`src/rtl/bcd_pkg.sv`:
```
// Shared types and constants for the sequential binary-to-BCD converter.
package bcd_pkg;

    localparam int DIGIT_W = 4;

    typedef enum logic {
        IDLE  = 1'b0,
        SHIFT = 1'b1
    } state_t;

    // Largest value representable in the given number of BCD digits.
    function automatic logic [63:0] bcd_max(input int digits);
        logic [63:0] v;
        v = 64'd1;
        for (int i = 0; i < digits; i++) begin
            v = v * 64'd10;
        end
        return v - 64'd1;
    endfunction

endpackage

```
`src/rtl/bcd_add3_digit.sv`:
```
// Double-dabble digit correction: add 3 when the digit is 5 or more.
module bcd_add3_digit
    import bcd_pkg::*;
(
    input  logic [DIGIT_W-1:0] digit_i,
    output logic [DIGIT_W-1:0] digit_o
);

    // 9 + 3 = 12 at most, so the sum never carries out of the digit.
    assign digit_o = (digit_i >= 4'd5) ? digit_i + 4'd3 : digit_i;

endmodule

```
`src/rtl/bin2bcd_seq.sv`:
```
// Iterative shift-add-3 binary-to-BCD converter with saturation, leading-zero
// blanking mask and registered outputs that update only on the done pulse.
module bin2bcd_seq
    import bcd_pkg::*;
#(
    parameter int BIN_W  = 20,
    parameter int DIGITS = 6
) (
    input  logic                        iCLK,
    input  logic                        iRST,
    input  logic                        iSTART,
    input  logic [BIN_W-1:0]            iBIN,
    output logic                        oBUSY,
    output logic                        oDONE,
    output logic [DIGIT_W*DIGITS-1:0]   oDIG,
    output logic [DIGITS-1:0]           oBLANK,
    output logic                        oOVF
);

    localparam int                ACC_W    = DIGIT_W * DIGITS;
    localparam int                CNT_W    = $clog2(BIN_W + 1);
    localparam logic [63:0]       MAXV     = bcd_max(DIGITS);
    localparam logic [CNT_W-1:0]  LAST_IT  = CNT_W'(BIN_W - 1);
    localparam logic [DIGITS-1:0] BLANK_RST = {{(DIGITS-1){1'b1}}, 1'b0};

    state_t              state_q, state_d;
    logic [CNT_W-1:0]    cnt_q, cnt_d;
    logic [BIN_W-1:0]    bin_q, bin_d;
    logic [ACC_W-1:0]    acc_q, acc_d;
    logic                ovf_q, ovf_d;
    logic [ACC_W-1:0]    dig_q, dig_d;
    logic [DIGITS-1:0]   blank_q, blank_d;
    logic                ovfo_q, ovfo_d;
    logic                done_q, done_d;
    logic                busy_q, busy_d;

    logic [ACC_W-1:0]    acc_adj;
    logic [ACC_W-1:0]    acc_shift;
    logic [DIGITS-1:0]   blank_next;
    logic                zero_run;
    logic                sat;
    logic [BIN_W-1:0]    max_bin;

    for (genvar g = 0; g < DIGITS; g++) begin : g_add3
        bcd_add3_digit u_add3 (
            .digit_i (acc_q[DIGIT_W*g +: DIGIT_W]),
            .digit_o (acc_adj[DIGIT_W*g +: DIGIT_W])
        );
    end

    assign acc_shift = {acc_adj[ACC_W-2:0], bin_q[BIN_W-1]};
    // Saturating at MAXV keeps the accumulator from ever overflowing.
    assign sat       = 64'(iBIN) > MAXV;
    assign max_bin   = MAXV[BIN_W-1:0];

    always_comb begin
        blank_next = '0;
        zero_run   = 1'b1;
        for (int i = DIGITS - 1; i >= 1; i--) begin
            zero_run      = zero_run && (acc_shift[DIGIT_W*i +: DIGIT_W] == '0);
            blank_next[i] = zero_run;
        end
    end

    // NOTE: every signal gets a default before the case so no latch is inferred.
    always_comb begin
        state_d = state_q;
        cnt_d   = cnt_q;
        bin_d   = bin_q;
        acc_d   = acc_q;
        ovf_d   = ovf_q;
        dig_d   = dig_q;
        blank_d = blank_q;
        ovfo_d  = ovfo_q;
        done_d  = 1'b0;
        busy_d  = 1'b0;
        case (state_q)
            IDLE: begin
                if (iSTART) begin
                    bin_d   = sat ? max_bin : iBIN;
                    ovf_d   = sat;
                    acc_d   = '0;
                    cnt_d   = '0;
                    busy_d  = 1'b1;
                    state_d = SHIFT;
                end
            end
            SHIFT: begin
                busy_d = 1'b1;
                acc_d  = acc_shift;
                bin_d  = {bin_q[BIN_W-2:0], 1'b0};
                cnt_d  = cnt_q + 1'b1;
                if (cnt_q == LAST_IT) begin
                    busy_d  = 1'b0;
                    done_d  = 1'b1;
                    dig_d   = acc_shift;
                    blank_d = blank_next;
                    ovfo_d  = ovf_q;
                    state_d = IDLE;
                end
            end
            default: state_d = IDLE;
        endcase
    end

    // NOTE: sequential state uses non-blocking assignments only.
    always_ff @(posedge iCLK or posedge iRST) begin
        if (iRST) begin
            state_q <= IDLE;
            cnt_q   <= '0;
            bin_q   <= '0;
            acc_q   <= '0;
            ovf_q   <= 1'b0;
            dig_q   <= '0;
            blank_q <= BLANK_RST;
            ovfo_q  <= 1'b0;
            done_q  <= 1'b0;
            busy_q  <= 1'b0;
        end else begin
            state_q <= state_d;
            cnt_q   <= cnt_d;
            bin_q   <= bin_d;
            acc_q   <= acc_d;
            ovf_q   <= ovf_d;
            dig_q   <= dig_d;
            blank_q <= blank_d;
            ovfo_q  <= ovfo_d;
            done_q  <= done_d;
            busy_q  <= busy_d;
        end
    end

    assign oBUSY  = busy_q;
    assign oDONE  = done_q;
    assign oDIG   = dig_q;
    assign oBLANK = blank_q;
    assign oOVF   = ovfo_q;

endmodule

```
`config.mk`:
```
export PLATFORM = sky130hd
export DESIGN_NAME = bin2bcd_seq
export DESIGN_NICKNAME = d
export VERILOG_FILES = /design/src/rtl/bcd_pkg.sv /design/src/rtl/bcd_add3_digit.sv /design/src/rtl/bin2bcd_seq.sv
export SDC_FILE = /design/constraint.sdc
export NUM_CORES = 1
export LEC_CHECK = 0
export ABC_AREA = 1
export BUFFER_PORTS_ARGS = -buffer_cell sky130_fd_sc_hd__buf_2
export CAP_MARGIN = 10
export CORE_MARGIN = 2
export CORE_UTILIZATION = 58
export CTS_CLUSTER_SIZE = 14
export DETAILED_ROUTE_END_ITERATION = 10
export PLACE_DENSITY = 0.89
export SETUP_SLACK_MARGIN = 0.1
export SLEW_MARGIN = 20
export SYNTH_ARGS = -nofsm -noshare
export SYNTH_HDL_FRONTEND = slang
export SYNTH_SLANG_ARGS = --single-unit
export TNS_END_PERCENT = 1
```
`constraint.sdc`:
```
create_clock -name iCLK -period 7.8 [get_ports iCLK]
set_clock_uncertainty 0.2 [all_clocks]
set_input_delay 1.56 -clock iCLK [delete_from_list [all_inputs] [get_ports iCLK]]
set_output_delay 1.56 -clock iCLK [all_outputs]
set_load 0.01 [all_outputs]
```
==> results of run 1 <==
==> final timing paths <==
check / depth (start not counted) / from / to
max: 1 / oBUSY / oBUSY
min: 2 / oBLANK[2] / oBLANK[2]
max reg2reg: 2 / oBUSY / bin_q[16]
min reg2reg: 2 / oBLANK[2] / oBLANK[2]
max in group asynchronous: 3 / iRST / acc_q[11]
min in group asynchronous: 3 / iRST / oDIG[3]
==> power by group through the flow <==
stage	combinational [mW]	sequential, mW	clock (mW)
finish	0.800	0.706	0.340
CTS	0.799	0.705	0.344
floorplan	0.560	0.717	0
global placement	0.738	0.703	0
detailed placement	0.791	0.710	0
global route	0.916	0.728	0.360
==> metal layers <==
metal	vias up	wire, um
met4	0	190
met1	1529	3504
met3	19	373
li1	1591	-
met5	-	0
met2	103	3980
==> through the flow <==
stage | area (sq um) | cells | setup WS (ns)
after floorplan | 3876 | 447 | 3.940
after global placement | 4193 | 565 | 4.841
after detailed placement | 4193 | 565 | 4.774
after CTS | 4412 | 581 | 4.622
after global routing | 4415 | 581 | 4.520
final | 4415 | 581 | 4.607
==> layout make-up <==
cell class | instances | area, sq um
sequential | 82 | 2058
fill | 483 | 2007
multi-input combinational | 294 | 1538
timing repair buffer | 57 | 296.5
inverter | 55 | 207.7
clock buffer | 11 | 141.4
tap | 77 | 96.34
clock inverter | 5 | 77.57
==> cells by family after synthesis <==
logic type,Yosys count
AND/OR/NAND/NOR,179
AO/OA/AOI/OAI,99
flip-flops,82
buffers and inverters,71
adder cells (fa/ha/maj),13
XOR/XNOR,2
other,1
==> registers in the layout, summed over array words and instances, names as in the netlist <==
register,cells
oDONE,1
ovf_q,1
oDIG,24
acc_q,24
oBUSY,1
oOVF,1
oBLANK,5
bin_q,20
cnt_q,5
==> placed cells by master (no fill, tap or decap), types with 2 or more instances in the layout <==
cell type | netlist | routed
ha_1 | 13 | 13
buf_4 | 1 | 2
o22ai_1 | 24 | 24
bufinv_16 | 0 | 2
inv_1 | 50 | 49
buf_2 | 8 | 54
a22oi_1 | 13 | 13
o21ai_1 | 24 | 24
o211ai_1 | 3 | 3
a21oi_1 | 7 | 7
nand4_1 | 8 | 8
nor2_4 | 2 | 2
nor2_1 | 21 | 21
clkinv_2 | 0 | 3
clkbuf_8 | 0 | 10
xor2_1 | 2 | 2
o21ai_2 | 2 | 2
o21ai_0 | 22 | 22
nand2_1 | 110 | 110
and2_1 | 4 | 4
nand2_2 | 3 | 3
inv_2 | 4 | 4
nor2_2 | 2 | 2
dfrtp_1 | 77 | 77
dfstp_2 | 5 | 5
nand3_1 | 28 | 28
==> results.yml, run 1 <==
synth:
  yosys_warnings: 0
  synthFlopType: "dfrtp_1"
  synth_xor_area_share_pct: 0.4519
  synthSimpleGateAreaFrac_pct: 19.79
  synth-edff-count: 0
  synth_most_common_cell: "nand2_1"
  synth.top_cell.area_share_pct: 49.71
  synth_seq_area_share_pct: 53.10
  synth_compound_area_share_pct: 15.14
  syn_area_sq_mm: 0.003876
  synth_fp_nets: 483
  synth.area.mux_share_pct: 0
  synthAdderAreaFrac_pct: 4.196
  syn_inst: 447
  synth_top_area_cell: "dfrtp_1"
  ys_async_sr_fraction_pct: 100.0
  synth_cell_type_count: 32
  yosys-top-cells-area: "dfrtp_1, nand2_1, inv_1, ha_1, o22ai_1"
  synth_top_family_by_area: "simple AND/OR/NAND/NOR gates"
  syn_area_per_cell_sq_um: 8.672
  ys_seq_elements: 82
  synthTopCellsByCount: "nand2_1, dfrtp_1, inv_1, nand3_1"
power_and_ir_drop:
  p_int_mw: 1.079
  pwr-share-comb_pct: 43.3
  fin_total_pwr_mw: 1.847
  seq_power_share_pct: 38.3
  switchingPower_mw: 0.7679
  irDropWorstVdd_v: 0.0001607
  power_density_mw_per_mm2: 418.2
  clockPowerShare_pct: 18.4
  p_leak_nw: 2.281
  swShare_pct: 41.58
worst_setup_path:
  cp_cell_sequence: "buf_2"
  critPathBufInv: 1
  cp_top_family: "flip-flops"
  slowest_stage: "dfrtp_1"
  max_stage_delay_ns: 0.82
  cp.required_ns: 6.04
  path_class: "reg -> out"
  r2r_slack_ns: 5.40
  end_kind: "output port"
  critPathMaxFanout: 24
  cp.arrival_ns: 1.43
  cp-start-kind: "flop"
global_route:
  grt_pass1_vias: 3180
  met3_usage_pct: 5.005
  grt_use_met2_pct: 38.92
  grt_first_pass_wirelength_um: 13710
  antenna_found_initial: 0
  grt_usage_pct: 23.39
  gr-usage-met1_pct: 29.18
  gr-total-overflow: 0
  busiest_layer: "met2"
  grt_start_max_net_pins: 83
floorplan:
  placementRows: 29
  die_w_um: 85.75
  dieArea_sq_mm: 0.007353
  die_y_um: 85.75
  core_region_area_sq_mm: 0.006422
  boundaryPins: 56
  start_util_pct: 60.35
routing:
  via_per_inst: 5.580
  routedWlPerCell_um: 13.85
  postRouteAntennaNets: 0
  vias: 3242
  dr.pass1.iters: 8
  drc: 5
  drt_iter0_drc: 207
  drt-total-wl_um: 8048
sta:
  setup_tns_ns: 0
  slew_headroom_pct: 45.30
  fin_crit_sh_pct: 40.94
  whs_ns: 0.2702
  fmax_ghz: 0.3132
  slew_viol_final: 0
  worst_pin_slew_ns: 0.8205
  rsz0062_at_grt: "no"
  hold_violations: 0
  setup_viol: 0
  finalCriticalPeriod_ns: 3.193
place:
  dp_hpwl_um: 5363
  io_buffers: 54
  place_congestion: 0.7973
outcome:
  violations: "design-rule violations"
  status: "finished with violations"
hold_path:
  hold_class: "reg -> reg"
cts:
  cts-buffers-inserted: 9
  clk_latency_ns: 0.35
  cts_tree: "built"
  cts_hold_buffers: 0
  h-tree-depth: 3
  clock_tree.root_cell: "clkbuf_8"
  clkTransAtPathRegs_ns: 0.09
  clockBufferDepth: 2
  postCtsSetupRepairBufs: 0
  cts.sinks: 82
  cts_resized: 0
cells_and_area:
  final_layout_size_suffix_gt1_share_pct: 18.25
  fin_nets: 535
  fin_util_pct: 68.75
  area_growth_pct: 13.91
  antennaDiodeCount: 0
job:
  maxCapViolations: 0
(Power assumes the default switching activity.)
==> run 2: changes to the inputs <==
--- a/config.mk
+++ b/config.mk
@@ -9,10 +9,10 @@
 export BUFFER_PORTS_ARGS = -buffer_cell sky130_fd_sc_hd__buf_2
 export CAP_MARGIN = 10
 export CORE_MARGIN = 2
-export CORE_UTILIZATION = 58
+export CORE_UTILIZATION = 51
 export CTS_CLUSTER_SIZE = 14
 export DETAILED_ROUTE_END_ITERATION = 10
-export PLACE_DENSITY = 0.89
+export PLACE_DENSITY = 0.83
 export SETUP_SLACK_MARGIN = 0.1
 export SLEW_MARGIN = 20
 export SYNTH_ARGS = -nofsm -noshare
==> constraint.sdc (replaced) <==
create_clock -name iCLK -period 2.8 [get_ports iCLK]
set_clock_uncertainty 0.2 [all_clocks]
set_input_delay 0.56 -clock iCLK [delete_from_list [all_inputs] [get_ports iCLK]]
set_output_delay 0.56 -clock iCLK [all_outputs]
set_load 0.01 [all_outputs]
==> run 2 against run 1 <==
Effect of this change: the flow now finishes without violations; setup slack got worse by 3.8 ns; via count decreased by 0.31%; worst hold slack got worse by 0.21 ns; clock-buffer cell count decreased by 1; utilization decreased by 7.5 points; register-to-register slack got worse by 4.5 ns; critical path type unchanged.
==> results.yml, run 2 (same netlist as run 1, synthesis figures left out) <==
routing:
  vias: 3232
  via_per_inst: 5.325
  dr.pass1.iters: 4
  drc: 0
  routedWlPerCell_um: 12.92
  postRouteAntennaNets: 0
  drt-total-wl_um: 7844
  drt_iter0_drc: 269
worst_setup_path:
  critPathBufInv: 1
  slowest_stage: "dfrtp_1"
  max_stage_delay_ns: 0.64
  cp_cell_sequence: "buf_2"
  end_kind: "output port"
  cp_top_family: "flip-flops"
  cp-start-kind: "flop"
  cp.required_ns: 2.04
  path_class: "reg -> out"
  critPathMaxFanout: 14
  cp.arrival_ns: 1.22
cts:
  cts_tree: "built"
  postCtsSetupRepairBufs: 0
  clk_latency_ns: 0.35
  cts.sinks: 82
  h-tree-depth: 3
  cts_resized: 0
  cts-buffers-inserted: 9
  clkTransAtPathRegs_ns: 0.08
  clockBufferDepth: 2
  clock_tree.root_cell: "clkbuf_8"
  cts_hold_buffers: 0
cells_and_area:
  final_cell_mix: "nand2_1, dfrtp_1, buf_2"
  area_growth_pct: 15.24
  n_fill_cell: 645
  final_layout_size_suffix_gt1_share_pct: 19.09
  antennaDiodeCount: 0
  design_area_sq_mm: 0.004467
  fin_nets: 539
  final_common_cell: "nand2_1"
global_route:
  grt_start_max_net_pins: 54
  grt_first_pass_wirelength_um: 13730
  grt_pass1_vias: 3059
  grt_usage_pct: 20.28
  antenna_found_initial: 0
  gr-total-overflow: 0
floorplan:
  boundaryPins: 56
  die_y_um: 91.18
  placementRows: 31
  dieArea_sq_mm: 0.008314
  start_util_pct: 53.16
  die_w_um: 91.18
  core_region_area_sq_mm: 0.007292
power_and_ir_drop:
  p_leak_nw: 2.289
  p_int_mw: 2.925
  pwr-share-comb_pct: 43.6
  irDropWorstVdd_v: 0.0003806
  switchingPower_mw: 2.102
  seq_power_share_pct: 39.2
  swShare_pct: 41.81
  fin_total_pwr_mw: 5.026
  power_density_mw_per_mm2: 1125
  clockPowerShare_pct: 17.2
job:
  maxCapViolations: 0
sta:
  slew_headroom_pct: 49.26
  whs_ns: 0.05525
  setup_tns_ns: 0
  fmax_ghz: 0.5061
  slew_viol_final: 0
  setup_viol: 0
  hold_violations: 0
  worst_slack_ns: 0.8242
  worst_pin_slew_ns: 0.7600
  finalCriticalPeriod_ns: 1.976
  fin_crit_sh_pct: 70.56
  rsz0062_at_grt: "no"
place:
  dp_slack_ns: 0.8188
  dp_hpwl_um: 5608
  place_congestion: 0.8426
  dpl-instance-area_sq_mm: 0.004265
  io_buffers: 54
hold_path:
  hold_class: "in -> async"
outcome:
  status: "complete, no violations"
[run 2: path summary, 6_finish.rpt]
path / start / endpoint / slack, ns / cells after the start
max in group asynchronous: iRST / oBLANK[4] / 1.70 / 3
min reg2reg: oBLANK[1] / oBLANK[1] / 0.27 / 2
max reg2reg: oBUSY / bin_q[5] / 0.86 / 4
min in group iCLK: iBIN[3] / bin_q[3] / 0.23 / 3
max: oBUSY / oBUSY / 0.82 / 1
min: iRST / bin_q[12] / 0.06 / 2
[run 2: worst reg2reg max path, delay by kind of cell, from the launching register on]
kind          cells  cell delay [ns]
buf+inv           1             0.28
flops             1             0.56
simple gates      3             0.83
[run 2: cell type report]
class,instances,area (sq um),area share (%)
flip-flops and latches,82,2058,46.08
multi-input cells,294,1538,34.43
repair buffers,61,335.3,7.507
inverters,55,210.2,4.706
clock buffers,10,137.6,3.081
well taps,99,123.9,2.773
clock inverters,6,63.81,1.429
[run 2: per-layer routing]
layer  track usage (%)  part of all wire [%]  vias up
li1                  -                     -     1596
met1             27.05                    44     1545
met2             33.70                    50       80
met3             3.071                   4.5       11
met4             7.449                   1.6        0
met5                 0                     0        -
[run 2: power by group through the flow]
stage                     combinational (mW)  sequential (mW)  clock [mW]
after detailed placement                2.18             1.98           0
after global routing                    2.51             2.03       0.944
after floorplan                         1.56             2.00           0
after global placement                  2.08             1.96           0
after CTS                               2.20             1.97       0.879
final                                   2.19             1.97       0.865
[run 2: metrics by stage]
| step | cells | utilization (%) |
|---|---|---|
| after floorplan | 447 | - |
| after global placement | 591 | 58.49 |
| after detailed placement | 591 | 58.49 |
| after CTS | 607 | 61.26 |
| after global routing | 607 | 61.26 |
| final | 607 | 61.26 |
